File: config.mk
export PLATFORM = sky130hd
export DESIGN_NAME = config_reporter_flat
export DESIGN_NICKNAME = d
export VERILOG_FILES = /design/src/rtl/config_reporter_if.sv /design/src/rtl/config_reporter.sv /design/src/flat_wrapper.sv
export SDC_FILE = /design/constraint.sdc
export NUM_CORES = 1
export LEC_CHECK = 0
export ABC_AREA = 1
export BUFFER_PORTS_ARGS = -buffer_cell sky130_fd_sc_hd__buf_2
export CAP_MARGIN = 20
export CORE_MARGIN = 2
export CORE_UTILIZATION = 45
export DETAILED_ROUTE_END_ITERATION = 16
export PLACE_DENSITY = 0.62
export SYNTH_ARGS = -nofsm -noshare
export SYNTH_HDL_FRONTEND = slang
export SYNTH_SLANG_ARGS = --single-unit
File: constraint.sdc
create_clock -name clk -period 4.4 [get_ports clk]
set_input_delay 0.22 -clock clk [delete_from_list [all_inputs] [get_ports clk]]
set_output_delay 0.22 -clock clk [all_outputs]
set_load 0.02 [all_outputs]
File: src/rtl/config_reporter_if.sv
// UART TX byte handshake between config_reporter (master) and the transmitter (slave).
interface config_reporter_if;
    logic [7:0] tx_data;
    logic       tx_valid;
    logic       tx_ready;

    modport master (output tx_data, output tx_valid, input tx_ready);
    modport slave  (input tx_data, input tx_valid, output tx_ready);
endinterface

File: src/rtl/config_reporter.sv
// Serialises snapshotted mode/brightness/animation registers into command-format bytes.
// Define CONFIG_REPORTER_CHECKSUM_EN to append an XOR checksum byte to each frame.
module config_reporter #(
    parameter int unsigned GAP_CYCLES = 0,
    parameter logic [3:0]  HDR_INDEX  = 4'hF
) (
    input  logic              clk,
    input  logic              rst_n,
    input  logic              report_req,
    input  logic [3:0]        mode,
    input  logic [3:0]        brightness,
    input  logic [3:0]        animation_sel,
    config_reporter_if.master tx,
    output logic              busy,
    output logic              done
);

    typedef enum logic [1:0] {IDLE, SEND, GAP, DONE} state_t;

`ifdef CONFIG_REPORTER_CHECKSUM_EN
    localparam logic [2:0] LAST_IDX = 3'd4;
`else
    localparam logic [2:0] LAST_IDX = 3'd3;
`endif
    localparam int unsigned GW = (GAP_CYCLES > 1) ? $clog2(GAP_CYCLES) : 1;

    state_t          state;
    logic [2:0]      byte_idx;
    logic [GW-1:0]   gap_cnt;
    logic            pending;
    logic [3:0]      snap_mode;
    logic [3:0]      snap_bri;
    logic [3:0]      snap_anim;
    logic [7:0]      tx_data_q;
    logic            tx_valid_q;
    logic            start_frame;

    assign tx.tx_data  = tx_data_q;
    assign tx.tx_valid = tx_valid_q;

    function automatic logic [7:0] frame_byte(input logic [2:0] idx,
                                              input logic [3:0] m,
                                              input logic [3:0] b,
                                              input logic [3:0] a);
        logic [7:0] fb;
        fb = '0;
        case (idx)
            3'd0: fb = {HDR_INDEX, 4'h3};
            3'd1: fb = {4'h0, m};
            3'd2: fb = {4'hA, b};
            3'd3: fb = {4'h1, a};
`ifdef CONFIG_REPORTER_CHECKSUM_EN
            // High nibble folds the constant indices 0^A^1 = B into the header index.
            3'd4: fb = {HDR_INDEX ^ 4'hB, 4'h3 ^ m ^ b ^ a};
`endif
            default: fb = '0;
        endcase
        return fb;
    endfunction

    // A queued request restarts straight from DONE; IDLE also drains one left by DONE.
    always_comb begin
        start_frame = ((state == IDLE) && (report_req || pending)) ||
                      ((state == DONE) && pending);
    end

    always_ff @(posedge clk or negedge rst_n) begin
        if (!rst_n) begin
            state      <= IDLE;
            byte_idx   <= '0;
            gap_cnt    <= '0;
            pending    <= 1'b0;
            snap_mode  <= '0;
            snap_bri   <= '0;
            snap_anim  <= '0;
            tx_data_q  <= '0;
            tx_valid_q <= 1'b0;
            busy       <= 1'b0;
            done       <= 1'b0;
        end else begin
            done <= 1'b0;
            if (start_frame) begin
                snap_mode  <= mode;
                snap_bri   <= brightness;
                snap_anim  <= animation_sel;
                tx_data_q  <= {HDR_INDEX, 4'h3};
                tx_valid_q <= 1'b1;
                byte_idx   <= '0;
                gap_cnt    <= '0;
                pending    <= 1'b0;
                busy       <= 1'b1;
                state      <= SEND;
            end else begin
                case (state)
                    IDLE: busy <= 1'b0;
                    SEND: begin
                        if (report_req) pending <= 1'b1;
                        if (tx.tx_ready) begin
                            if (byte_idx == LAST_IDX) begin
                                tx_valid_q <= 1'b0;
                                done       <= 1'b1;
                                state      <= DONE;
                            end else begin
                                byte_idx <= byte_idx + 3'd1;
                                if (GAP_CYCLES > 0) begin
                                    tx_valid_q <= 1'b0;
                                    gap_cnt    <= '0;
                                    state      <= GAP;
                                end else begin
                                    tx_data_q <= frame_byte(byte_idx + 3'd1, snap_mode,
                                                            snap_bri, snap_anim);
                                end
                            end
                        end
                    end
                    GAP: begin
                        if (report_req) pending <= 1'b1;
                        if (gap_cnt == GW'(GAP_CYCLES - 1)) begin
                            tx_data_q  <= frame_byte(byte_idx, snap_mode, snap_bri, snap_anim);
                            tx_valid_q <= 1'b1;
                            state      <= SEND;
                        end else begin
                            gap_cnt <= gap_cnt + 1'b1;
                        end
                    end
                    DONE: begin
                        pending <= report_req;
                        busy    <= report_req;
                        state   <= IDLE;
                    end
                    default: state <= IDLE;
                endcase
            end
        end
    end

endmodule
File: src/flat_wrapper.sv
// flat-port wrapper written by rule: the top's interface ports become plain ports
module config_reporter_flat 
#(
    parameter int unsigned GAP_CYCLES = 0,
    parameter logic [3:0]  HDR_INDEX  = 4'hF
)
  (clk, rst_n, report_req, mode, brightness, animation_sel, busy, done, tx_tx_data, tx_tx_valid, tx_tx_ready);
  config_reporter_if tx_i ();
  input  logic clk;
  input  logic rst_n;
  input  logic report_req;
  input  logic [3:0] mode;
  input  logic [3:0] brightness;
  input  logic [3:0] animation_sel;
  output logic busy;
  output logic done;
  output wire logic [$bits(tx_i.tx_data)-1:0] tx_tx_data;
  output wire logic [$bits(tx_i.tx_valid)-1:0] tx_tx_valid;
  input wire logic [$bits(tx_i.tx_ready)-1:0] tx_tx_ready;
  assign tx_tx_data = tx_i.tx_data;
  assign tx_tx_valid = tx_i.tx_valid;
  assign tx_i.tx_ready = tx_tx_ready;
  config_reporter #(.GAP_CYCLES(GAP_CYCLES), .HDR_INDEX(HDR_INDEX)) u_core (.clk(clk), .rst_n(rst_n), .report_req(report_req), .mode(mode), .brightness(brightness), .animation_sel(animation_sel), .tx(tx_i), .busy(busy), .done(done));
endmodule
# Word-level counts from Yosys, hierarchy flattened
# Index checks and enable logic that the tools add are counted.
[word_totals] register_bits=30 output_inout_bits=11 wordCells=81
[op_classes] add_sub_neg=2 n_eq_ne=15 mux=33 n_reduce_logical=20
[op_table] op="$pmux 8 s4" count=2
[op_table] op="$mux 8" count=4
[op_table] op="$pmux 8 s2" count=1
[op_table] op="$mux 1" count=14
[op_table] op="$eq 3x2->1 const B" count=4
[op_table] op="$mux 3" count=4
[op_table] op="$reduce_and 4->1" count=3
[op_table] op="$ne 3x1->1 const B" count=3
[op_table] op="$reduce_bool 3->1" count=3
[op_table] op="$mux 2" count=4
[op_table] op="$eq 3x1->1 const B" count=2
[op_table] op="$logic_not 3->1" count=2
[op_table] op="$ne 3x2->1 const B" count=2
[op_table] op="$pmux 1 s2" count=3
[op_table] op="$pmux 2 s3" count=1
[op_table] op="$reduce_bool 2->1" count=3
[op_table] op="$eq 2x2->1 const B" count=2
[op_table] op="$reduce_bool 4->1" count=1
[op_table] op="$add 3x1->3 const B" count=1
[op_table] op="$reduce_and 3->1" count=1
[op_table] op="$eq 2x1->1 const B" count=1
[op_table] op="$logic_and 1x1->1" count=2
[op_table] op="$logic_not 2->1" count=1
[op_table] op="$logic_or 1x1->1" count=2
[op_table] op="other kinds (4)" count=4

# Depth between registers and ports, before layout
# Gate-level depths: netlist (run 1).
[depth] word_depth=7 depth_mapped=12 depth_no_buf=12

# Worst setup path after synthesis (run 1)
# No wires, ideal clock.
[synth_path] path_kind="register -> register" from="register u_core.state[1]" to="register u_core.tx_data_q[5], in the netlist u_core.tx.tx_data[5]" setup_ns=0.120 arrival_ns=1.363 required_ns=4.280 path_slack_ns=2.916 path_stages_with_launch=11 path_buffers=1 synth_period_minus_slack_ns=1.484 cell_sequence="dfrtp_1 inv_1 ha_1 inv_1 nor2_1 o21ai_2 nand3_1 buf_4 inv_2 o21ai_1 nand2_1"
[synth_via] elab_chain_len=5 word_cells_on_any_way=14 cone_classes="eq/ne: 6; mux: 2; reduce/logical: 6"
[synth_lines] element="start, declared" line="config_reporter.sv:27" rtl="state_t state;"
[synth_lines] element="start signal, assigned" line="config_reporter.sv:69" rtl="state <= IDLE;"
[synth_lines] element="start signal, assigned" line="config_reporter.sv:92" rtl="state <= SEND;"
[synth_lines] element="start signal, assigned" line="config_reporter.sv:102" rtl="state <= DONE;"
[synth_lines] element="$eq 2x2->1 / $logic_not 2->1 (equally long branches)" line="config_reporter.sv:64, config_reporter.sv:63"
[synth_lines] element="$logic_and 1x1->1 (on tied branches)" line="config_reporter.sv:64, config_reporter.sv:63"
[synth_lines] element="$logic_or 1x1->1" line="config_reporter.sv:63" rtl="start_frame = ((state == IDLE) && (report_req || pending)) ||"
[synth_lines] element="$ne 3x2->1 (no line), or another cell as far along"
[synth_lines] element="$reduce_and 4->1 (no line)"
[synth_lines] element="end signal, assigned" line="config_reporter.sv:86" rtl="tx_data_q <= {HDR_INDEX, 4'h3};"
[synth_lines] element="end signal, assigned" line="config_reporter.sv:110" rtl="tx_data_q <= frame_byte(byte_idx + 3'd1, snap_mode,"
[synth_lines] element="end signal, assigned" line="config_reporter.sv:119" rtl="tx_data_q <= frame_byte(byte_idx, snap_mode, snap_bri, snap_anim);"
[synth_lines] element="end, declared" line="config_reporter.sv:34" rtl="logic [7:0] tx_data_q;"
# Parallel ways exist; a longest one is shown, timed or not.
# A chain may end at the register's enable or synchronous reset.

# Final worst setup path (run 1)
[layout_path] from="register u_core.state[1]" to="register u_core.tx_data_q[3], in the netlist u_core.tx.tx_data[3]"
# The elaborated chain is that of the path after synthesis.

==> impl_metrics.tcl, run 1 <==
set metrics [dict create \
    cp-startpoint "u_core.state[1]" \
    grt_max_degree 30 \
    core_area_um2 3690 \
    skew_ps 3.32 \
    antenna_cells 0 \
    postSynthAreaPerCell_um2 7.43 \
    whs_ps 123 \
    grt-ovfl-total 0 \
    status "finished clean" \
    grt_pass1_wl_um 6340 \
    max_clock_freq_mhz 481 \
    crit_path_max_incr_delay_ps 420 \
    ys_ff_latch 29 \
    r2r_start "u_core.state[1]" \
    placed_cell_area_um2 1870 \
    timing.critical_path.cells "ha_1 -> nand2_1 -> nand2_1 -> nand2_2 -> o21ai_2 -> nand3_1 -> nor2_1 -> nand3_1 -> nand2_1" \
    cpMaxStageDelayCell "dfrtp_1" \
    portBuffers 26 \
    fin_crit_ps 2080 \
    dieWidth_um 66.0 \
    p_per_area_nw_per_um2 788 \
    dieArea_um2 4360 \
    hold_path.class "in2reg" \
    cts-buffers-inserted 5 \
    boundaryPins 27 \
    worst_pin_slew_ps 629 \
    wl_um 3650 \
    leakage_nw 1.06 \
    yosys.area.top_type "dfrtp_1" \
    cts-htree-levels 2 \
    wl_per_cell_um 11.9 \
    rrSetupSlack_ps 2320 \
    clk_pin_slew_ps 60 \
    path_class "reg2reg" \
    ant_nets 0 \
    final_max_slew_viol_count 0 \
    worstPathMaxFanout 23 \
    final_util 0.531 \
    syn_nets 260 \
    final_common_cell "nand2_1" \
    ys.flop_type "dfrtp_1" \
    netlist.area_leader.share 0.419 \
    antenna_found_initial 0 \
    layout-drive-gt1-share 0.170 \
    num_rows 22 \
    via_per_inst 4.90 \
    crit_family "simple AND/OR/NAND/NOR gates" \
    cts.sink_count 29 \
    initialDrtViolationCount 93 \
    synthCells 233 \
    layout_common_cells "93 x nand2_1, 29 x dfrtp_1, 26 x buf_2" \
    finalWeightedCongestion 0.825 \
    grt_pass1_vias 1383 \
    track_usage 0.195 \
    vdd_drop_max_mv 0.322 \
    cts_resized 0 \
    cp_common_cell "nand2_1" \
    cp_num_buf_inv 0 \
    postCtsSetupBuffers 0 \
    syn_area_um2 1730 \
    cp-start-kind "register" \
    reg2regPathDepth 9 \
    synth-edff-count 0 \
    crit_required_ps 4620 \
    dp_hpwl_um 2700 \
    netlist-cell-type-count 27 \
    yosys-top-cells-area "dfrtp_1 42%, nand2_1 20%, ha_1 8.0%" \
    setup_ws_ps 2320 \
    fin_setup_tns_ps 0 \
    reg2reg_to "u_core.tx.tx_data[3]" \
    end_kind "register" \
    area_growth_pct 13.1 \
    pre_cts_ws_ps 2320 \
    clkLatencyLatePin_ps 280 \
    start_util 0.469 \
    rsz0062_at_grt "no" \
    ys_seq_area_frac 0.419 \
    cts_buffer_depth 2 \
    nets 287 \
    ys_warn_count 0 \
    route.vias.total 1505 \
    slew_headroom 0.580 \
    async_flop_share 1.00 \
    setup_viol 0 \
    endpoint "u_core.tx.tx_data[3]" \
    post-route-cell-area_um2 1960 \
    fin_crit_sh 0.472 \
    cts_root_buf "clkbuf_8" \
    drc 0 \
    worst-path-stages 9 \
    hold_viol 0 \
    drtPass1Iterations 4 \
    dieHeight_um 66.0 \
    cap_viol_max_count 0 \
    arrival_ps 2300 \
    cts_tree "done" \
]
## cell usage after synthesis (all sizes together), types with 2 or more instances
library cell	number
nand2	96
dfrtp	29
nand3	25
inv	21
nor2	16
o21ai	14
ha	11
buf	6
nand4	4
a21oi	3
or2	2
## how the worst min path moves through the flow
stage | endpoint | startpoint | cells after the start
detailed placement | u_core.tx.tx_data[0] | rst_n | 1
global placement | u_core.tx.tx_data[0] | rst_n | 1
global route | u_core.snap_bri[1] | brightness[1] | 3
floorplan | u_core.busy | rst_n | 0
finish | u_core.snap_mode[2] | mode[2] | 3
CTS | u_core.snap_mode[2] | mode[2] | 3
## what timing repair did
item,CTS,global route
setup endpoints to repair,0,0
hold buffers,1,0
hold endpoints to repair,29,0
## tightest hold or removal path, cell delays in order
cell	delay (ps)
buf_2	70
nand2_1	40
nand2_1	40
## power breakdown
part	switching, mW	internal [mW]	total, mW
sequential	0.0937	0.397	0.490
combinational	0.562	0.288	0.851
clock	0.0969	0.104	0.200
total	0.753	0.788	1.54
## through the flow
stage               total power, mW  instances
finish                         1.54        307
global route                   1.72        307
CTS                            1.55        307
detailed placement             1.35        300
global placement               1.34        300
floorplan                      1.17        233
## final cells by class
class                   count  area [um^2]
flip-flops and latches     29          726
fillers                   381         1730
multi-input cells         176          878
well taps                  48         60.1
inverters                  21         78.8
clock inverters             1         5.00
clock buffers               5         68.8
repair buffers             27          140
## kinds of logic after synthesis
family                     synth area share
adders and majority gates            0.0795
AOI/OAI and AO/OA                    0.0672
buffers and inverters                0.0730
DFF                                   0.419
and+or+nand+nor                       0.361
## layer usage
layer | part of all wire | up-vias | track usage
met5 | 0 | - | 0
met4 | 0.017 | 0 | 0.0689
met1 | 0.51 | 658 | 0.271
met2 | 0.42 | 43 | 0.290
met3 | 0.060 | 8 | 0.0562
li1 | - | 796 | -
## state kept, by name, summed over array words and instances, names as in the netlist
register	flops
u_core.busy	1
u_core.byte_idx	3
u_core.done	1
u_core.gap_cnt	1
u_core.pending	1
u_core.snap_anim	4
u_core.snap_bri	4
u_core.snap_mode	4
u_core.state	2
u_core.tx.tx_data	7
u_core.tx.tx_valid	1
Power figures use the tool's default switching activity.
==> run 2, diff against run 1 <==
- clock period: 4.4 -> 2 ns (I/O delays scaled with it)
==> run 2 against run 1 <==
Combinational power up 120%; clock-buffer cell count up 2; sequential share of layout area down 0.79 points; hold slack worse by 120 ps; via count down 0.33%; worst setup slack worse by 2100 ps; maximum frequency up 16%; sequential cell count unchanged; critical path depth up 1; non-clock buffer count up 2; core utilization up 1.2 points; critical endpoint is now u_core.state[1].
==> impl_metrics.tcl, run 2 (synthesis results as in run 1) <==
set metrics [dict create \
    grt_pass1_vias 1321 \
    cp_common_cell "nand2_1" \
    dieHeight_um 66.0 \
    slew_headroom 0.562 \
    clkPwrFrac 0.151 \
    num_rows 22 \
    fin_setup_tns_ps 0 \
    p_seq_frac 0.305 \
    area_growth_pct 15.5 \
    cts.sink_count 29 \
    post-route-cell-area_um2 2000 \
    drtPass1Iterations 4 \
    cap_viol_max_count 0 \
    r2r_start "u_core.state[1]" \
    arrival_ps 1960 \
    clkLatencyLatePin_ps 280 \
    crit_required_ps 2180 \
    timing.critical_path.cells "ha_1 -> nand2_1 -> nand2_1 -> nand2_2 -> inv_2 -> nor2_1 -> nand2_1 -> nand2_1 -> nand2_1 -> nand2_1" \
    power.total_mw 3.51 \
    hold_path_end "u_core.snap_mode[0]" \
    grt-ovfl-total 0 \
    layout-drive-gt1-share 0.183 \
    largest_reg_flops 7 \
    start_util 0.469 \
    skew_ps 4.28 \
    reg2regPathDepth 10 \
    p_per_area_nw_per_um2 1760 \
    internal_power_mw 1.86 \
    final_max_slew_viol_count 0 \
    cpMaxStageDelayCell "dfrtp_1" \
    grt_pass1_wl_um 6330 \
    cp_num_buf_inv 1 \
    via_per_inst 4.82 \
    layout_common_cells "93 x nand2_1, 29 x dfrtp_1, 26 x buf_2" \
    grt_max_degree 30 \
    wl_per_cell_um 11.6 \
    worstPathMaxFanout 19 \
    cts-htree-levels 2 \
    antenna_found_initial 0 \
    hold_viol 0 \
    power.switching_mw 1.65 \
    worst_pin_slew_ps 656 \
    initialDrtViolationCount 95 \
    fin_crit_ps 1790 \
    cts_tree "done" \
    ant_nets 0 \
    finalWeightedCongestion 0.887 \
    fin_crit_sh 0.893 \
    boundaryPins 27 \
    cp-start-kind "register" \
    nets 289 \
    antenna_cells 0 \
    cts_root_buf "clkbuf_8" \
    max_clock_freq_mhz 560 \
    crit_family "simple AND/OR/NAND/NOR gates" \
    route.vias.total 1500 \
    dieArea_um2 4360 \
    leakage_nw 1.08 \
    setup_viol 0 \
    wl_um 3620 \
    cts_buffer_depth 2 \
    vdd_drop_max_mv 0.688 \
    drc 0 \
    core_area_um2 3690 \
    dp_hpwl_um 2690 \
    placed_cell_area_um2 1890 \
    p_sw_frac 0.470 \
    dieWidth_um 66.0 \
    rrSetupSlack_ps 210 \
    cts-buffers-inserted 5 \
    final_common_cell "nand2_1" \
    power_frac_comb 0.544 \
    path_class "reg2reg" \
    hold_path.class "in2reg" \
    reg2reg_to "u_core.state[1]" \
    crit_path_max_incr_delay_ps 410 \
    portBuffers 26 \
    hold_depth 3 \
    clk_pin_slew_ps 60 \
    rsz0062_at_grt "no" \
    status "finished clean" \
    track_usage 0.191 \
    end_kind "register" \
    min-delay-start "mode[0]" \
]
==> run 2: cell count changes in the layout (fill, tap and decap cells not counted) <==
cell and delta:
buf_4 +2, clkbuf_8 +2
==> run 2: worst register-to-register path, stage by stage, from the launching register on <==
cell and delay, ps:
dfrtp_1 410, ha_1 270, nand2_1 80, nand2_1 70, nand2_2 140, inv_2 310, nor2_1 110, nand2_1 110
nand2_1 70, nand2_1 60, nand2_1 40
==> run 2: layout make-up <==
class	instances	area, um^2
tap	48	60.1
sequential	29	726
clock buffer	7	96.3
timing repair buffer	29	155
clock inverter	1	5.00
fill	393	1690
inverter	21	78.8
multi-input combinational	176	878
==> run 2: worst max-delay path by stage <==
stage,startpoint,end,slack (ps),cells past startpoint
4_1_cts,u_core.state[1],u_core.state[0],220,10
6_report,u_core.state[1],u_core.state[1],210,10
3_3_place_gp,u_core.state[1],u_core.state[0],280,10
3_5_place_dp,u_core.state[1],u_core.state[0],230,10
5_1_grt,u_core.state[1],u_core.state[1],10,10
2_1_floorplan,u_core.state[1],u_core.tx.tx_data[5],520,10
==> run 2: routing by layer <==
layer	up-vias	share of wire	routed length, um	global-route usage
li1	793	-	-	-
met1	662	0.51	1850	0.285
met2	41	0.42	1530	0.268
met3	4	0.053	192	0.0528
met4	0	0.011	40	0.0536
met5	-	0	0	0
==> run 2: through the flow <==
stage                     utilization  hold WS, ps  std cells  worst slack (ps)
final                           0.542         7.47        311               214
after global routing            0.542         11.3        311              13.1
after CTS                       0.542         2.60        311               218
after detailed placement        0.512          167        302               229
after global placement          0.512          168        302               280
after floorplan                     -         -196        233               516
==> run 2: power groups by stage <==
stage / clock network (mW) / logic (mW) / registers, mW
after floorplan: 0 / 1.43 / 1.13
after global placement: 0 / 1.92 / 1.07
after detailed placement: 0 / 1.92 / 1.08
after CTS: 0.549 / 1.93 / 1.07
after global routing: 0.578 / 2.24 / 1.11
final: 0.529 / 1.91 / 1.07
==> run 2: timing repair <==
| item | CTS | global route |
|---|---|---|
| hold buffers | 1 | 0 |
| buffers inserted | 0 | 0 |
| endpoints found under the hold margin | 29 | 0 |
| setup endpoints to repair | 0 | 0 |
| gates resized for setup | 0 | 0 |
